**config.mk**
```make
export PLATFORM = sky130hd
export DESIGN_NAME = led_strip_tx_flat
export DESIGN_NICKNAME = d
export VERILOG_FILES = /design/src/rtl/led_strip_tx_if.sv /design/src/rtl/led_strip_tx.sv /design/src/flat_wrapper.sv
export SDC_FILE = /design/constraint.sdc
export NUM_CORES = 1
export LEC_CHECK = 0
export ABC_AREA = 1
export CORE_MARGIN = 3
export CORE_UTILIZATION = 45
export CTS_CLUSTER_DIAMETER = 150
export DETAILED_ROUTE_END_ITERATION = 12
export GPL_TIMING_DRIVEN = 0
export PLACE_DENSITY = 0.72
export SYNTH_ARGS = -nofsm -noshare
export SYNTH_HDL_FRONTEND = slang
export SYNTH_SLANG_ARGS = --single-unit
```
**constraint.sdc**
```tcl
create_clock -name clk -period 5.2 [get_ports clk]
set_clock_uncertainty 0.2 [all_clocks]
set_input_delay 1.04 -clock clk [delete_from_list [all_inputs] [get_ports clk]]
set_output_delay 1.04 -clock clk [all_outputs]
set_load 0.02 [all_outputs]
```
**src/rtl/led_strip_tx_if.sv**
```systemverilog
// Control and pixel handshake between a frame source (master) and led_strip_tx (slave).
interface led_strip_tx_if #(
  parameter int unsigned NUM_CH = 4,
  parameter int unsigned LW     = 11
);
  logic                 start;
  logic [LW-1:0]        led_num;
  logic [4:0]           brightness;
  logic                 pix_valid;
  logic [NUM_CH*24-1:0] pix_data;
  logic                 pix_ready;
  logic                 busy;
  logic                 done;
  logic                 underrun;

  modport master (
    output start, led_num, brightness, pix_valid, pix_data,
    input  pix_ready, busy, done, underrun
  );

  modport slave (
    input  start, led_num, brightness, pix_valid, pix_data,
    output pix_ready, busy, done, underrun
  );
endinterface

```
**src/rtl/led_strip_tx.sv**
```systemverilog
// Multi-lane APA102-style LED strip transmitter: start frame, per-LED words and end frame
// shifted out MSB first on per-strip sdo lanes with a shared cko.
module led_strip_tx #(
  parameter int unsigned NUM_CH   = 4,
  parameter int unsigned MAX_LED  = 1024,
  parameter int unsigned DIV_CNT  = 5,
  parameter int unsigned WAIT_CNT = 5,
  localparam int unsigned LW      = $clog2(MAX_LED + 1)
) (
  input  logic              clk,
  input  logic              rstn,
  led_strip_tx_if.slave     bus,
  output logic              cko,
  output logic [NUM_CH-1:0] sdo
);

  localparam int unsigned PER    = 2 * DIV_CNT;
  localparam int unsigned PW     = $clog2(PER);
  localparam int unsigned MaxEnd = 32 + 8 * ((MAX_LED + 15) / 16);
  localparam int unsigned BW     = $clog2(MaxEnd + 1);

  typedef enum logic [2:0] {
    StIdle, StPreWait, StStartFrm, StLedFrm, StEndFrm, StPostWait
  } state_e;

  state_e                   state_q, state_d;
  logic [PW-1:0]            phase_q, phase_d;
  logic [BW-1:0]            bit_q, bit_d;
  logic [LW-1:0]            word_q, word_d;
  logic [LW-1:0]            led_num_q, led_num_d;
  logic [4:0]               bright_q, bright_d;
  logic [NUM_CH-1:0][31:0]  sh_q, sh_d;
  logic                     cko_q, cko_d;
  logic                     pix_ready_q, pix_ready_d;
  logic                     busy_q, busy_d;
  logic                     done_q, done_d;
  logic                     underrun_q, underrun_d;

  logic          tick, last, led_next;
  logic [LW:0]   led_round;
  logic [BW-1:0] end_bits, seg_len;

  always_comb begin
    led_round = {1'b0, led_num_q} + (LW+1)'(15);
    end_bits  = BW'(32) + (BW'(led_round >> 4) << 3);
    case (state_q)
      StPreWait, StPostWait: seg_len = BW'(WAIT_CNT);
      StStartFrm, StLedFrm:  seg_len = BW'(32);
      StEndFrm:              seg_len = end_bits;
      default:               seg_len = BW'(1);
    endcase
    tick = (phase_q == PW'(PER - 1));
    last = (bit_q == seg_len - BW'(1));
    // True when the word boundary just ahead opens another LED word.
    led_next = (bit_q == BW'(31)) &&
               (((state_q == StStartFrm) && (led_num_q != '0)) ||
                ((state_q == StLedFrm) && (word_q != led_num_q - LW'(1))));
  end

  always_comb begin
    state_d     = state_q;
    phase_d     = phase_q;
    bit_d       = bit_q;
    word_d      = word_q;
    led_num_d   = led_num_q;
    bright_d    = bright_q;
    sh_d        = sh_q;
    underrun_d  = underrun_q;
    done_d      = 1'b0;
    pix_ready_d = 1'b0;

    if (state_q == StIdle) begin
      phase_d = '0;
      bit_d   = '0;
      word_d  = '0;
      // A start coinciding with done is dropped so back-to-back refreshes stay separated.
      if (bus.start && !done_q) begin
        led_num_d  = (bus.led_num > LW'(MAX_LED)) ? LW'(MAX_LED) : bus.led_num;
        bright_d   = bus.brightness;
        underrun_d = 1'b0;
        if (WAIT_CNT == 0) begin
          state_d = StStartFrm;
          sh_d    = '0;
        end else begin
          state_d = StPreWait;
          sh_d    = '1;
        end
      end
    end else begin
      phase_d     = tick ? '0 : phase_q + PW'(1);
      pix_ready_d = (phase_q == PW'(PER - 2)) && led_next;
      if (tick) begin
        bit_d = bit_q + BW'(1);
        for (int i = 0; i < NUM_CH; i++) sh_d[i] = {sh_q[i][30:0], 1'b1};
        if (last) begin
          bit_d = '0;
          unique case (state_q)
            StPreWait: begin
              state_d = StStartFrm;
              sh_d    = '0;
            end
            StStartFrm, StLedFrm: begin
              if (led_next) begin
                state_d = StLedFrm;
                word_d  = (state_q == StStartFrm) ? '0 : word_q + LW'(1);
                for (int i = 0; i < NUM_CH; i++) begin
                  sh_d[i] = {3'b111, bright_q, bus.pix_valid ? bus.pix_data[24*i +: 24] : 24'h0};
                end
                if (!bus.pix_valid) underrun_d = 1'b1;
              end else begin
                state_d = StEndFrm;
                sh_d    = '1;
              end
            end
            StEndFrm: begin
              if (WAIT_CNT == 0) begin
                state_d = StIdle;
                done_d  = 1'b1;
              end else begin
                state_d = StPostWait;
                sh_d    = '1;
              end
            end
            StPostWait: begin
              state_d = StIdle;
              done_d  = 1'b1;
            end
            default: ;
          endcase
        end
      end
    end

    cko_d  = ((state_d == StStartFrm) || (state_d == StLedFrm) || (state_d == StEndFrm)) &&
             (phase_d >= PW'(DIV_CNT));
    busy_d = (state_d != StIdle);
  end

  always_ff @(posedge clk or negedge rstn) begin
    if (!rstn) begin
      state_q     <= StIdle;
      phase_q     <= '0;
      bit_q       <= '0;
      word_q      <= '0;
      led_num_q   <= '0;
      bright_q    <= '0;
      sh_q        <= '1;
      cko_q       <= 1'b0;
      pix_ready_q <= 1'b0;
      busy_q      <= 1'b0;
      done_q      <= 1'b0;
      underrun_q  <= 1'b0;
    end else begin
      state_q     <= state_d;
      phase_q     <= phase_d;
      bit_q       <= bit_d;
      word_q      <= word_d;
      led_num_q   <= led_num_d;
      bright_q    <= bright_d;
      sh_q        <= sh_d;
      cko_q       <= cko_d;
      pix_ready_q <= pix_ready_d;
      busy_q      <= busy_d;
      done_q      <= done_d;
      underrun_q  <= underrun_d;
    end
  end

  always_comb begin
    sdo = '1;
    for (int i = 0; i < NUM_CH; i++) sdo[i] = sh_q[i][31];
  end

  assign cko          = cko_q;
  assign bus.pix_ready = pix_ready_q;
  assign bus.busy      = busy_q;
  assign bus.done      = done_q;
  assign bus.underrun  = underrun_q;

endmodule

```
**src/flat_wrapper.sv**
```systemverilog
// flat-port wrapper written by rule: the top's interface ports become plain ports
module led_strip_tx_flat 
#(
  parameter int unsigned NUM_CH   = 4,
  parameter int unsigned MAX_LED  = 1024,
  parameter int unsigned DIV_CNT  = 5,
  parameter int unsigned WAIT_CNT = 5,
  localparam int unsigned LW      = $clog2(MAX_LED + 1)
)
  (clk, rstn, cko, sdo, bus_start, bus_led_num, bus_brightness, bus_pix_valid, bus_pix_data, bus_pix_ready, bus_busy, bus_done, bus_underrun);
  led_strip_tx_if #(.NUM_CH(NUM_CH), .LW((11))) bus_i ();
  input  logic clk;
  input  logic rstn;
  output logic cko;
  output logic [NUM_CH-1:0] sdo;
  input wire logic [$bits(bus_i.start)-1:0] bus_start;
  input wire logic [$bits(bus_i.led_num)-1:0] bus_led_num;
  input wire logic [$bits(bus_i.brightness)-1:0] bus_brightness;
  input wire logic [$bits(bus_i.pix_valid)-1:0] bus_pix_valid;
  input wire logic [$bits(bus_i.pix_data)-1:0] bus_pix_data;
  output wire logic [$bits(bus_i.pix_ready)-1:0] bus_pix_ready;
  output wire logic [$bits(bus_i.busy)-1:0] bus_busy;
  output wire logic [$bits(bus_i.done)-1:0] bus_done;
  output wire logic [$bits(bus_i.underrun)-1:0] bus_underrun;
  assign bus_i.start = bus_start;
  assign bus_i.led_num = bus_led_num;
  assign bus_i.brightness = bus_brightness;
  assign bus_i.pix_valid = bus_pix_valid;
  assign bus_i.pix_data = bus_pix_data;
  assign bus_pix_ready = bus_i.pix_ready;
  assign bus_busy = bus_i.busy;
  assign bus_done = bus_i.done;
  assign bus_underrun = bus_i.underrun;
  led_strip_tx #(.NUM_CH(NUM_CH), .MAX_LED(MAX_LED), .DIV_CNT(DIV_CNT), .WAIT_CNT(WAIT_CNT)) u_core (.clk(clk), .rstn(rstn), .bus(bus_i), .cko(cko), .sdo(sdo));
endmodule
```
==> results of run 1 <==
cells by family (layout without fill, tap and decap cells):
| family | Yosys count | count (layout) | synth area share (%) |
|---|---|---|---|
| and+or+nand+nor | 848 | 848 | 34.6 |
| buffers and inverters | 319 | 475 | 12.2 |
| AOI/OAI and AO/OA | 192 | 192 | 9.38 |
| DFF | 177 | 177 | 41.9 |
| xor gates and xnor gates | 15 | 15 | 1.20 |
| adders and majority gates | 7 | 7 | 0.799 |
cell usage after synthesis (10+ instances only):
cell	number	area [sq um]
sky130_fd_sc_hd__o21ai_0	93	465
sky130_fd_sc_hd__a21oi_1	36	180
sky130_fd_sc_hd__nor2_1	79	297
sky130_fd_sc_hd__clkbuf_1	50	188
sky130_fd_sc_hd__nand4_1	10	62.6
sky130_fd_sc_hd__o21ai_1	23	115
sky130_fd_sc_hd__xor2_1	13	114
sky130_fd_sc_hd__dfstp_2	128	3360
sky130_fd_sc_hd__buf_2	34	170
sky130_fd_sc_hd__dfrtp_1	49	1230
sky130_fd_sc_hd__inv_1	201	754
sky130_fd_sc_hd__o22ai_1	30	188
sky130_fd_sc_hd__nand3_1	350	1750
sky130_fd_sc_hd__buf_4	11	82.6
sky130_fd_sc_hd__inv_2	11	41.3
sky130_fd_sc_hd__nand2_1	369	1390
cells in the final DEF, fill, tap and decap left out, types with 4 or more instances in the layout:
| master | count |
|---|---|
| sky130_fd_sc_hd__nand2_2 | 9 |
| sky130_fd_sc_hd__inv_2 | 11 |
| sky130_fd_sc_hd__dfrtp_1 | 49 |
| sky130_fd_sc_hd__inv_1 | 201 |
| sky130_fd_sc_hd__nand3_1 | 350 |
| sky130_fd_sc_hd__nand4_1 | 10 |
| sky130_fd_sc_hd__buf_6 | 7 |
| sky130_fd_sc_hd__xor2_1 | 13 |
| sky130_fd_sc_hd__nor3_1 | 9 |
| sky130_fd_sc_hd__inv_8 | 5 |
| sky130_fd_sc_hd__o21ai_1 | 23 |
| sky130_fd_sc_hd__buf_2 | 34 |
| sky130_fd_sc_hd__nor2_2 | 5 |
| sky130_fd_sc_hd__clkdlybuf4s50_1 | 122 |
| sky130_fd_sc_hd__clkbuf_16 | 17 |
| sky130_fd_sc_hd__o21ai_0 | 93 |
| sky130_fd_sc_hd__clkbuf_1 | 50 |
| sky130_fd_sc_hd__nor4_1 | 7 |
| sky130_fd_sc_hd__nor2_1 | 79 |
| sky130_fd_sc_hd__a21oi_1 | 36 |
| sky130_fd_sc_hd__dfstp_2 | 128 |
| sky130_fd_sc_hd__ha_1 | 7 |
| sky130_fd_sc_hd__nand2_1 | 369 |
| sky130_fd_sc_hd__o22ai_1 | 30 |
| sky130_fd_sc_hd__buf_1 | 4 |
| sky130_fd_sc_hd__buf_4 | 11 |
worst paths after layout:
kind,slack (ps),from,cells past startpoint,to
worst max-delay path,1000,u_core.state_q[1],13,u_core.sh_q[105]
worst min-delay path,280,u_core.bright_q[0],2,u_core.bright_q[0]
worst max register to register,1000,u_core.state_q[1],13,u_core.sh_q[105]
worst min register to register,280,u_core.bright_q[0],2,u_core.bright_q[0]
max in group asynchronous,3570,rstn,2,u_core.sh_q[11]
min in group asynchronous,360,rstn,1,u_core.bright_q[1]
layer usage:
layer / global-route usage [%] / up-vias / wire [um]
met2: 36.1 / 237 / 13100
met1: 30.4 / 4885 / 13300
met3: 3.26 / 37 / 1110
li1: - / 5335 / -
met5: 0 / - / 0
met4: 6.32 / 0 / 521
tightest hold or removal path, delay by kind of cell, from the launching register on:
| family | cells | cell delay, ps |
|---|---|---|
| flip-flops | 1 | 340 |
| AND/OR/NAND/NOR | 2 | 110 |
flip-flops by register name, summed over array words and instances, names as in the netlist, 3 cells and up:
name / cells
u_core.sdo: 4
u_core.sh_q: 124
u_core.phase_q: 4
u_core.word_q: 11
u_core.bit_q: 10
u_core.bright_q: 5
u_core.led_num_q: 11
u_core.state_q: 3
cell type report:
type                    count  area share [%]
well taps                 319            3.02
clock inverters            15            1.24
repair buffers            124            9.57
flip-flops and latches    177            34.7
inverters                 213            6.05
clock buffers              17            3.22
plain buffers             106            4.04
multi-input cells        1062            38.1
power by group through the flow:
| stage | sequential, mW | combinational, mW | clock [mW] |
|---|---|---|---|
| finish | 1.40 | 0.195 | 1.28 |
| floorplan | 1.42 | 0.0590 | 0 |
| CTS | 1.40 | 0.197 | 1.30 |
| detailed placement | 1.42 | 0.197 | 0 |
| global placement | 1.42 | 0.191 | 0 |
| global route | 1.40 | 0.218 | 1.36 |
stage by stage:
step	utilization, %	hold WS [ps]
5_1_grt	55.8	283
4_1_cts	55.8	280
3_3_place_gp	53.2	259
6_report	55.8	277
3_5_place_dp	53.3	263
2_1_floorplan	-	242
==> run_results.csv, run 1 <==
group,metric,value,unit
outcome,outcome,"completed",
detailed_routing,drc,0,
worst_setup_path,critical_path.endpoint_type,"flop",
place,place_ws,715,ps
yosys,mappedNetlistArea,11000,sq um
power,p_int,2.14,mW
detailed_routing,wl,28.0,mm
detailed_routing,first_pass_iters,5,
worst_setup_path,crit_path_class,"flop to flop",
sta,max-slew-margin-rel,27.5,%
sta,layout_setup_ws,1000,ps
global_routing,grt_pass1_vias,10200,
power,static-leakage-power,7.23,nW
worst_setup_path,path_max_fanout,10,
yosys,syn_area_per_cell,7.03,sq um
power,netSwitchingFraction,25.7,%
clocking,path_clk_slew,70,ps
floorplan,core_region_area,23700,sq um
cells_and_area,final-instance-count-excl-fill,2033,
sta,grt_setup_unrepaired,"no",
clocking,cts_buffers,17,
clocking,cts-root-buf,"sky130_fd_sc_hd__clkbuf_16",
power,power-per-cell-area,218,nW/um^2
yosys,syn-instance-count,1558,
yosys,number_of_storage_elements_in_the_synthesis_netlist,177,
sta,fin_tns_setup,0,ps
clocking,ctsHtreeMaxLevel,4,
place,dp_hpwl,20.7,mm
clocking,cts_max_path_buffers,2,
global_routing,gr-usage-all-layers,22.0,%
sta,timing_hold_violations_final,0,
min_path,hp-class,"flop to flop",
clocking,cts.sink_count,177,
sta,worst_pin_slew,1080,ps
detailed_routing,route.vias.total,10500,
cells_and_area,area.sequential,4590,sq um
yosys,synth-edff-count,0,
place,placed_cells,2001,
sta,final-max-slew-violation-count,0,
power,power.share.clock,44.7,%
power,seq_power_share,48.5,%
power,p_switching,0.739,mW
detailed_routing,avgRoutedWirePerCell,13.8,um
floorplan,rows,56,
clocking,cts_tree,"built",
detailed_routing,antenna_violating_nets_post_route,0,
floorplan,io_pins,125,
detailed_routing,vias_per_cell,5.16,
yosys,async_reset_ff_share,100,%
sta,final-setup-viol-count,0,
cells_and_area,flow.area_growth_from_synthesis,20.6,%
sta,period_minus_slack,4200,ps
yosys,seq_total_area_yosys,41.9,%
worst_setup_path,path_cells,"buf_4, inv_2, nand2_1, nor2_2, inv_1, nor3_1, inv_1, o21ai_1, clkbuf_1, clkbuf_1, nand3_1, o21ai_1, inv_1",
worst_setup_path,largest_delay_contributor_family_on_the_critical_path,"buffers and inverters",
cells_and_area,layout.nets,1824,
cells_and_area,antenna_cells_inserted,0,
place,place_congestion,0.855,
clocking,insertion_delay,440,ps
floorplan,design.die.area,26300,sq um
yosys,synthFlopType,"sky130_fd_sc_hd__dfstp_2",
worst_setup_path,worst_path_required_time,5370,ps
clocking,cts_resized,0,
cells_and_area,drive_gt1_share,14.6,%
place,port-buffer-count,123,
floorplan,fp.dieH,162,um
worst_setup_path,critical_path.n_buffers_inverters,7,
global_routing,grt_remaining_overflow,0,
cells_and_area,fillCellCount,2331,
place,detailed_place.area,12600,sq um
cells_and_area,post_route_cell_area,13200,sq um
clocking,postCtsSetupRepairBufs,0,
power,peakVddDrop,158,uV
sta,post-route-period-util,80.7,%
worst_setup_path,critical_path.startpoint_type,"flop",
detailed_routing,detail_route.iter0.violations,654,
floorplan,die_x,162,um
worst_setup_path,critical_path_max_stage_delay,660,ps
clocking,cts_hold_buffers,0,
yosys,synth_warnings,0,
worst_setup_path,worst-endpoint-arrival,4370,ps
power,power.total,2.88,mW
cells_and_area,multi_input_comb_area,5040,sq um
worst_setup_path,cp_common_cell,"sky130_fd_sc_hd__inv_1",
run,maxCapViolCount,0,
yosys,synth_cell_type_count,39,
yosys,synthesis.nets,1681,
sta,max_freq,0.238,GHz
power,comb_power_share,6.8,%
global_routing,grt_antenna_before_repair,0,
global_routing,grt_pass1_wl,47.8,mm
floorplan,start_util,46.3,%
global_routing,maximum_number_of_pins_on_one_net_before_global_route_repair,109,
worst_setup_path,slowest_stage,"sky130_fd_sc_hd__nor3_1",
No activity file was read; power rests on OpenSTA's default activity.
==> run 2: changes to the inputs <==
==> constraint.sdc (replaced) <==
create_clock -name clk -period 3.91 [get_ports clk]
set_clock_uncertainty 0.2 [all_clocks]
set_input_delay 0.782 -clock clk [delete_from_list [all_inputs] [get_ports clk]]
set_output_delay 0.782 -clock clk [all_outputs]
set_load 0.02 [all_outputs]
==> run 2 against run 1 <==
Net effect: via count is 0.37% higher; die area stayed put; critical endpoint is now u_core.sh_q[104]; largest power group unchanged; combinational power is 33% higher; utilization is 0.26 points higher; worst setup slack worse by 780 ps; clock-buffer cell count stayed put; maximum frequency is 14% higher; critical path depth stayed put; total power is 33% higher.
==> run_results.csv, run 2 (same netlist as run 1, synthesis figures left out) <==
group,metric,value,unit
outcome,outcome,"completed",
floorplan,die_x,162,um
detailed_routing,wl,28.2,mm
cells_and_area,flip_flop_count_of_the_largest_register_all_copies_and_words_added,124,
floorplan,rows,56,
cells_and_area,fin_util,56.0,%
worst_setup_path,worst_path_required_time,4080,ps
global_routing,gr-usage-all-layers,22.0,%
worst_setup_path,path_max_fanout,10,
sta,final-setup-viol-count,0,
cells_and_area,flow.area_growth_from_synthesis,21.1,%
sta,hold_slack,102,ps
detailed_routing,first_pass_iters,5,
place,place_congestion,0.855,
sta,period_minus_slack,3690,ps
detailed_routing,route.vias.total,10500,
clocking,insertion_delay,440,ps
place,place_ws,-317,ps
cells_and_area,drive_gt1_share,15.0,%
clocking,ctsHtreeMaxLevel,4,
global_routing,grt_antenna_before_repair,0,
worst_setup_path,critical_path.startpoint_type,"flop",
cells_and_area,fillCellCount,2331,
power,power.total,3.83,mW
clocking,path_clk_slew,70,ps
detailed_routing,vias_per_cell,5.17,
cells_and_area,layout.nets,1827,
sta,timing_hold_violations_final,0,
sta,fin_tns_setup,0,ps
cells_and_area,reg.largest.list,"u_core.sh_q (124), u_core.led_num_q (11), u_core.word_q (11)",
detailed_routing,drc,0,
clocking,cts_tree,"built",
sta,max-slew-margin-rel,47.5,%
power,static-leakage-power,7.25,nW
sta,grt_setup_unrepaired,"no",
worst_setup_path,critical_path.endpoint_type,"flop",
sta,final-max-slew-violation-count,0,
cells_and_area,largest_register,"u_core.sh_q",
power,peakVddDrop,212,uV
floorplan,design.die.area,26300,sq um
detailed_routing,antenna_violating_nets_post_route,0,
cells_and_area,multi_input_comb_area,5070,sq um
floorplan,start_util,46.3,%
place,dp_hpwl,20.7,mm
sta,layout_setup_ws,224,ps
place,detailed_place.area,12600,sq um
sta,worst_pin_slew,788,ps
floorplan,fp.dieH,162,um
clocking,cts.sink_count,177,
detailed_routing,detail_route.iter0.violations,613,
min_path,hp-class,"input port to async pin",
sta,max_freq,0.271,GHz
global_routing,grt_remaining_overflow,0,
global_routing,grt_pass1_vias,10200,
cells_and_area,post_route_cell_area,13300,sq um
clocking,cts_hold_buffers,0,
global_routing,grt_pass1_wl,47.8,mm
worst_setup_path,crit_path_class,"flop to flop",
cells_and_area,antenna_cells_inserted,0,
floorplan,core_region_area,23700,sq um
cells_and_area,final-instance-count-excl-fill,2036,
power,power-per-cell-area,288,nW/um^2
floorplan,io_pins,125,
global_routing,maximum_number_of_pins_on_one_net_before_global_route_repair,109,
cells_and_area,area.sequential,4590,sq um
clocking,cts_max_path_buffers,2,
sta,post-route-period-util,94.3,%
place,port-buffer-count,123,
worst_setup_path,worst-endpoint-arrival,3860,ps
clocking,cts_buffers,17,
clocking,cts-root-buf,"sky130_fd_sc_hd__clkbuf_16",
cells_and_area,final_cell_mix,"sky130_fd_sc_hd__nand2_1, sky130_fd_sc_hd__nand3_1, sky130_fd_sc_hd__inv_1",
cells_and_area,final_common_cell,"sky130_fd_sc_hd__nand2_1",
place,placed_cells,2001,
detailed_routing,avgRoutedWirePerCell,13.8,um
run,maxCapViolCount,0,
-- run 2: path summary, 6_finish.rpt --
kind                               startpoint            endpoint  cells past startpoint  slack (ps)
setup / recovery            u_core.state_q[1]    u_core.sh_q[104]                     13         220
hold / removal                           rstn  u_core.bright_q[1]                      1         100
setup reg to reg            u_core.state_q[1]    u_core.sh_q[104]                     13         220
hold reg to reg            u_core.bright_q[1]  u_core.bright_q[1]                      2         280
max in group asynchronous                rstn     u_core.sh_q[17]                      2        2530
min in group clk           u_core.bright_q[1]  u_core.bright_q[1]                      2         280
-- run 2: layer usage --
layer,routed length (um),up-vias,track usage [%]
li1,-,5342,-
met1,13300,4890,30.4
met2,13200,269,36.2
met3,1170,32,3.26
met4,452,0,6.32
met5,0,-,0
-- run 2: area by class of cell --
type / instances / area share, %
flip-flops and latches: 177 / 34.6
inverters: 213 / 6.02
repair buffers: 127 / 9.69
well taps: 319 / 3.01
clock inverters: 15 / 1.23
plain buffers: 106 / 4.04
clock buffers: 17 / 3.21
multi-input cells: 1062 / 38.2
-- run 2: repair_timing --
item | 4_1_cts | 5_1_grt
setup buffers | 0 | 3
gates resized for setup | 3 | 6
cloned | 0 | 0
hold endpoints to repair | 0 | 0
pin swaps | 0 | 1
setup endpoints to repair | 103 | 65
-- run 2: worst max-delay path, cell delays in order, from the launching register on --
cell and delay [ps]:
sky130_fd_sc_hd__dfrtp_1 360, sky130_fd_sc_hd__buf_4 170, sky130_fd_sc_hd__inv_2 80, sky130_fd_sc_hd__nand2_1 90
sky130_fd_sc_hd__nor2_2 420, sky130_fd_sc_hd__inv_1 170, sky130_fd_sc_hd__nor3_2 410, sky130_fd_sc_hd__inv_1 130
sky130_fd_sc_hd__o21ai_2 290, sky130_fd_sc_hd__clkbuf_1 550, sky130_fd_sc_hd__clkbuf_1 430, sky130_fd_sc_hd__nand3_1 140
sky130_fd_sc_hd__o21ai_0 100, sky130_fd_sc_hd__inv_1 60
-- run 2: where the power goes --
part	switching [mW]	internal [mW]	leakage, nW
Combinational	0.127	0.133	5.05
Sequential	0.00977	1.85	1.92
Clock	0.848	0.862	0.283
==> run 3: changes to the inputs <==
--- a/config.mk
+++ b/config.mk
@@ -6,6 +6,7 @@
 export NUM_CORES = 1
 export LEC_CHECK = 0
 export ABC_AREA = 1
+export CORE_ASPECT_RATIO = 1.25
 export CORE_MARGIN = 3
 export CORE_UTILIZATION = 45
 export CTS_CLUSTER_DIAMETER = 150
==> constraint.sdc (replaced) <==
create_clock -name clk -period 3.4 [get_ports clk]
set_clock_uncertainty 0.2 [all_clocks]
set_input_delay 0.68 -clock clk [delete_from_list [all_inputs] [get_ports clk]]
set_output_delay 0.68 -clock clk [all_outputs]
set_load 0.02 [all_outputs]
==> run 3 against run 2 <==
Net effect: total power up 16%; worst setup slack got worse by 140 ps; highest routed layer is now met5; maximum frequency is 11% higher; largest power group unchanged; non-clock buffer count grew 23; via count grew 1.2%; clock-buffer cell count unchanged; combinational power up 32%; register-to-register slack lost 140 ps; clock power grew 13%.
==> run_results.csv, run 3 (same netlist as run 1, synthesis figures left out) <==
group,metric,value,unit
power,static-leakage-power,7.47,nW
floorplan,core_region_area,23800,sq um
power,comb_power_share,7.8,%
sta,final-max-slew-violation-count,0,
place,dp_hpwl,20.4,mm
sta,final-setup-viol-count,0,
sta,grt_setup_unrepaired,"yes",
clocking,cts_buffers,17,
global_routing,grt_pass1_wl,47.4,mm
worst_setup_path,critical_path.startpoint_type,"flop",
floorplan,rows,63,
power,p_int,3.33,mW
floorplan,die_x,146,um
sta,timing_hold_violations_final,0,
clocking,cts_tree,"built",
cells_and_area,flip_flop_count_of_the_largest_register_all_copies_and_words_added,124,
sta,post-route-period-util,97.6,%
power,power.total,4.42,mW
detailed_routing,detail_route.iter0.violations,746,
worst_setup_path,crit_path_start,"u_core.led_num_q[2]",
cells_and_area,multi_input_comb_area,5320,sq um
cells_and_area,post_route_cell_area,13800,sq um
cells_and_area,final_common_cell,"sky130_fd_sc_hd__nand2_1",
power,netSwitchingFraction,24.6,%
worst_setup_path,critical_path_max_stage_delay,420,ps
sta,max_freq,0.301,GHz
cells_and_area,drive_gt1_share,18.8,%
clocking,cts-root-buf,"sky130_fd_sc_hd__clkbuf_16",
detailed_routing,avgRoutedWirePerCell,13.8,um
worst_setup_path,critical_path.endpoint_type,"flop",
cells_and_area,largest_register,"u_core.sh_q",
min_path,hp-class,"flop to flop",
outcome,outcome,"completed",
cells_and_area,flow.area_growth_from_synthesis,25.6,%
clocking,path_clk_slew,80,ps
worst_setup_path,crit_path_class,"flop to flop",
place,port-buffer-count,123,
power,p_switching,1.09,mW
global_routing,grt_remaining_overflow,0,
detailed_routing,route.vias.total,10700,
global_routing,gr-usage-all-layers,21.4,%
cells_and_area,final_cell_mix,"sky130_fd_sc_hd__nand2_1, sky130_fd_sc_hd__nand3_1, sky130_fd_sc_hd__inv_1",
worst_setup_path,crit-reg2reg-capture,"u_core.cko",
global_routing,maximum_number_of_pins_on_one_net_before_global_route_repair,123,
clocking,ctsHtreeMaxLevel,4,
detailed_routing,first_pass_iters,5,
worst_setup_path,path_cells,"nor2_4, buf_6, nand2_8, nand3_2, nand2_2, ha_4, inv_2, nand2_1, nand3_2, inv_2, buf_4, nor2_4, nand2_2, clkinv_1, nand2_1, nand2_2, nand3_4, buf_4, nand2_1, nand2_1, a21oi_2, nand3_1, a21oi_1",
clocking,cts.sink_count,177,
cells_and_area,fillCellCount,2243,
cells_and_area,layout.nets,1851,
detailed_routing,antenna_violating_nets_post_route,0,
power,power-per-cell-area,321,nW/um^2
worst_setup_path,worst-endpoint-arrival,3430,ps
worst_setup_path,timing.critical_path.to,"u_core.cko",
power,peakVddDrop,336,uV
worst_setup_path,reg2reg_depth,23,
global_routing,grt_antenna_before_repair,1,
floorplan,fp.dieH,180,um
sta,worst_pin_slew,703,ps
sta,hold_slack,279,ps
cells_and_area,final-instance-count-excl-fill,2066,
sta,max-slew-margin-rel,53.1,%
place,placed_cells,2007,
floorplan,design.die.area,26300,sq um
cells_and_area,antenna_cells_inserted,0,
floorplan,io_pins,125,
place,detailed_place.area,12600,sq um
run,maxCapViolCount,0,
power,power.share.clock,43.9,%
global_routing,grt_pass1_vias,10100,
floorplan,start_util,46.0,%
clocking,insertion_delay,440,ps
worst_setup_path,worst_path_required_time,3510,ps
worst_setup_path,path_max_fanout,6,
worst_setup_path,slowest_stage,"sky130_fd_sc_hd__dfrtp_1",
worst_setup_path,ff2ff_setup_slack,80,ps
clocking,cts_max_path_buffers,2,
cells_and_area,reg.largest.list,"u_core.sh_q (124), u_core.led_num_q (11), u_core.word_q (11)",
place,place_congestion,0.891,
detailed_routing,vias_per_cell,5.16,
detailed_routing,wl,28.6,mm
worst_setup_path,cp_common_cell,"sky130_fd_sc_hd__nand2_1",
detailed_routing,drc,0,
worst_setup_path,regToRegStartpoint,"u_core.led_num_q[2]",
sta,period_minus_slack,3320,ps
cells_and_area,area.sequential,4590,sq um
power,seq_power_share,48.3,%
run 3: cell types whose count changed in the layout (fill, tap and decap cells not counted), sizes merged:
cell	previous run	this run
buf	60	77
clkbuf	68	73
bufinv	0	1
clkinv	5	4
dlygate4sd3	0	1
nand2	378	379
run 3: timing repair:
item | in CTS | in global routing
hold endpoints to repair | 36 | 0
gates cloned | 0 | 1
setup buffers | 8 | 18
hold buffers | 1 | 0
resized for setup | 17 | 100
setup endpoints to repair | 138 | 150
pin swaps | 4 | 22
run 3: power by group through the flow:
stage / combinational (mW) / clock [mW] / sequential (mW)
after global placement: 0.293 / 0 / 2.17
after detailed placement: 0.301 / 0 / 2.17
after CTS: 0.310 / 1.97 / 2.13
after global routing: 0.377 / 2.06 / 2.14
final: 0.344 / 1.94 / 2.14
after floorplan: 0.0902 / 0 / 2.17
run 3: worst min path at each step:
stage	startpoint	endpoint	slack, ps	cells after the start
3_3_place_gp	u_core.bright_q[2]	u_core.bright_q[2]	250	2
4_1_cts	u_core.sh_q[61]	u_core.sh_q[62]	280	2
2_1_floorplan	rstn	u_core.bit_q[0]	180	0
3_5_place_dp	u_core.bright_q[4]	u_core.bright_q[4]	260	2
6_report	u_core.bright_q[3]	u_core.bright_q[3]	280	2
5_1_grt	u_core.bright_q[4]	u_core.bright_q[4]	300	2
run 3: critical path: cells and delay by family (launching register included):
kind	cells	cell delay (ps)
simple gates	14	1320
buf+inv	6	630
compound gates	2	450
flops	1	420
fa+ha+maj	1	160
run 3: layout make-up:
cell class              instances  area share, %
plain buffers                 105           4.29
clock buffers                  17           3.09
clock inverters                15           1.05
flip-flops and latches        177           33.4
well taps                     325           2.95
repair buffers                151           10.8
inverters                     213           5.86
multi-input cells            1063           38.6
run 3: metrics by stage:
step / util (%) / setup slack [ps] / TNS [ps]
floorplan: - / 298 / 0
global placement: 52.9 / -5810 / -795700
detailed placement: 53.1 / -655 / -63570
CTS: 56.0 / -4.22 / -5.24
global route: 57.8 / -86.5 / -3410
finish: 57.8 / 82.8 / 0
run 3: per-layer routing:
metal | up-vias | wire length [um] | GRT usage (%)
met2 | 282 | 14000 | 36.6
met4 | 2 | 762 | 6.99
met3 | 53 | 1270 | 3.52
met1 | 4943 | 12500 | 27.7
met5 | - | 7 | 0
li1 | 5381 | - | -
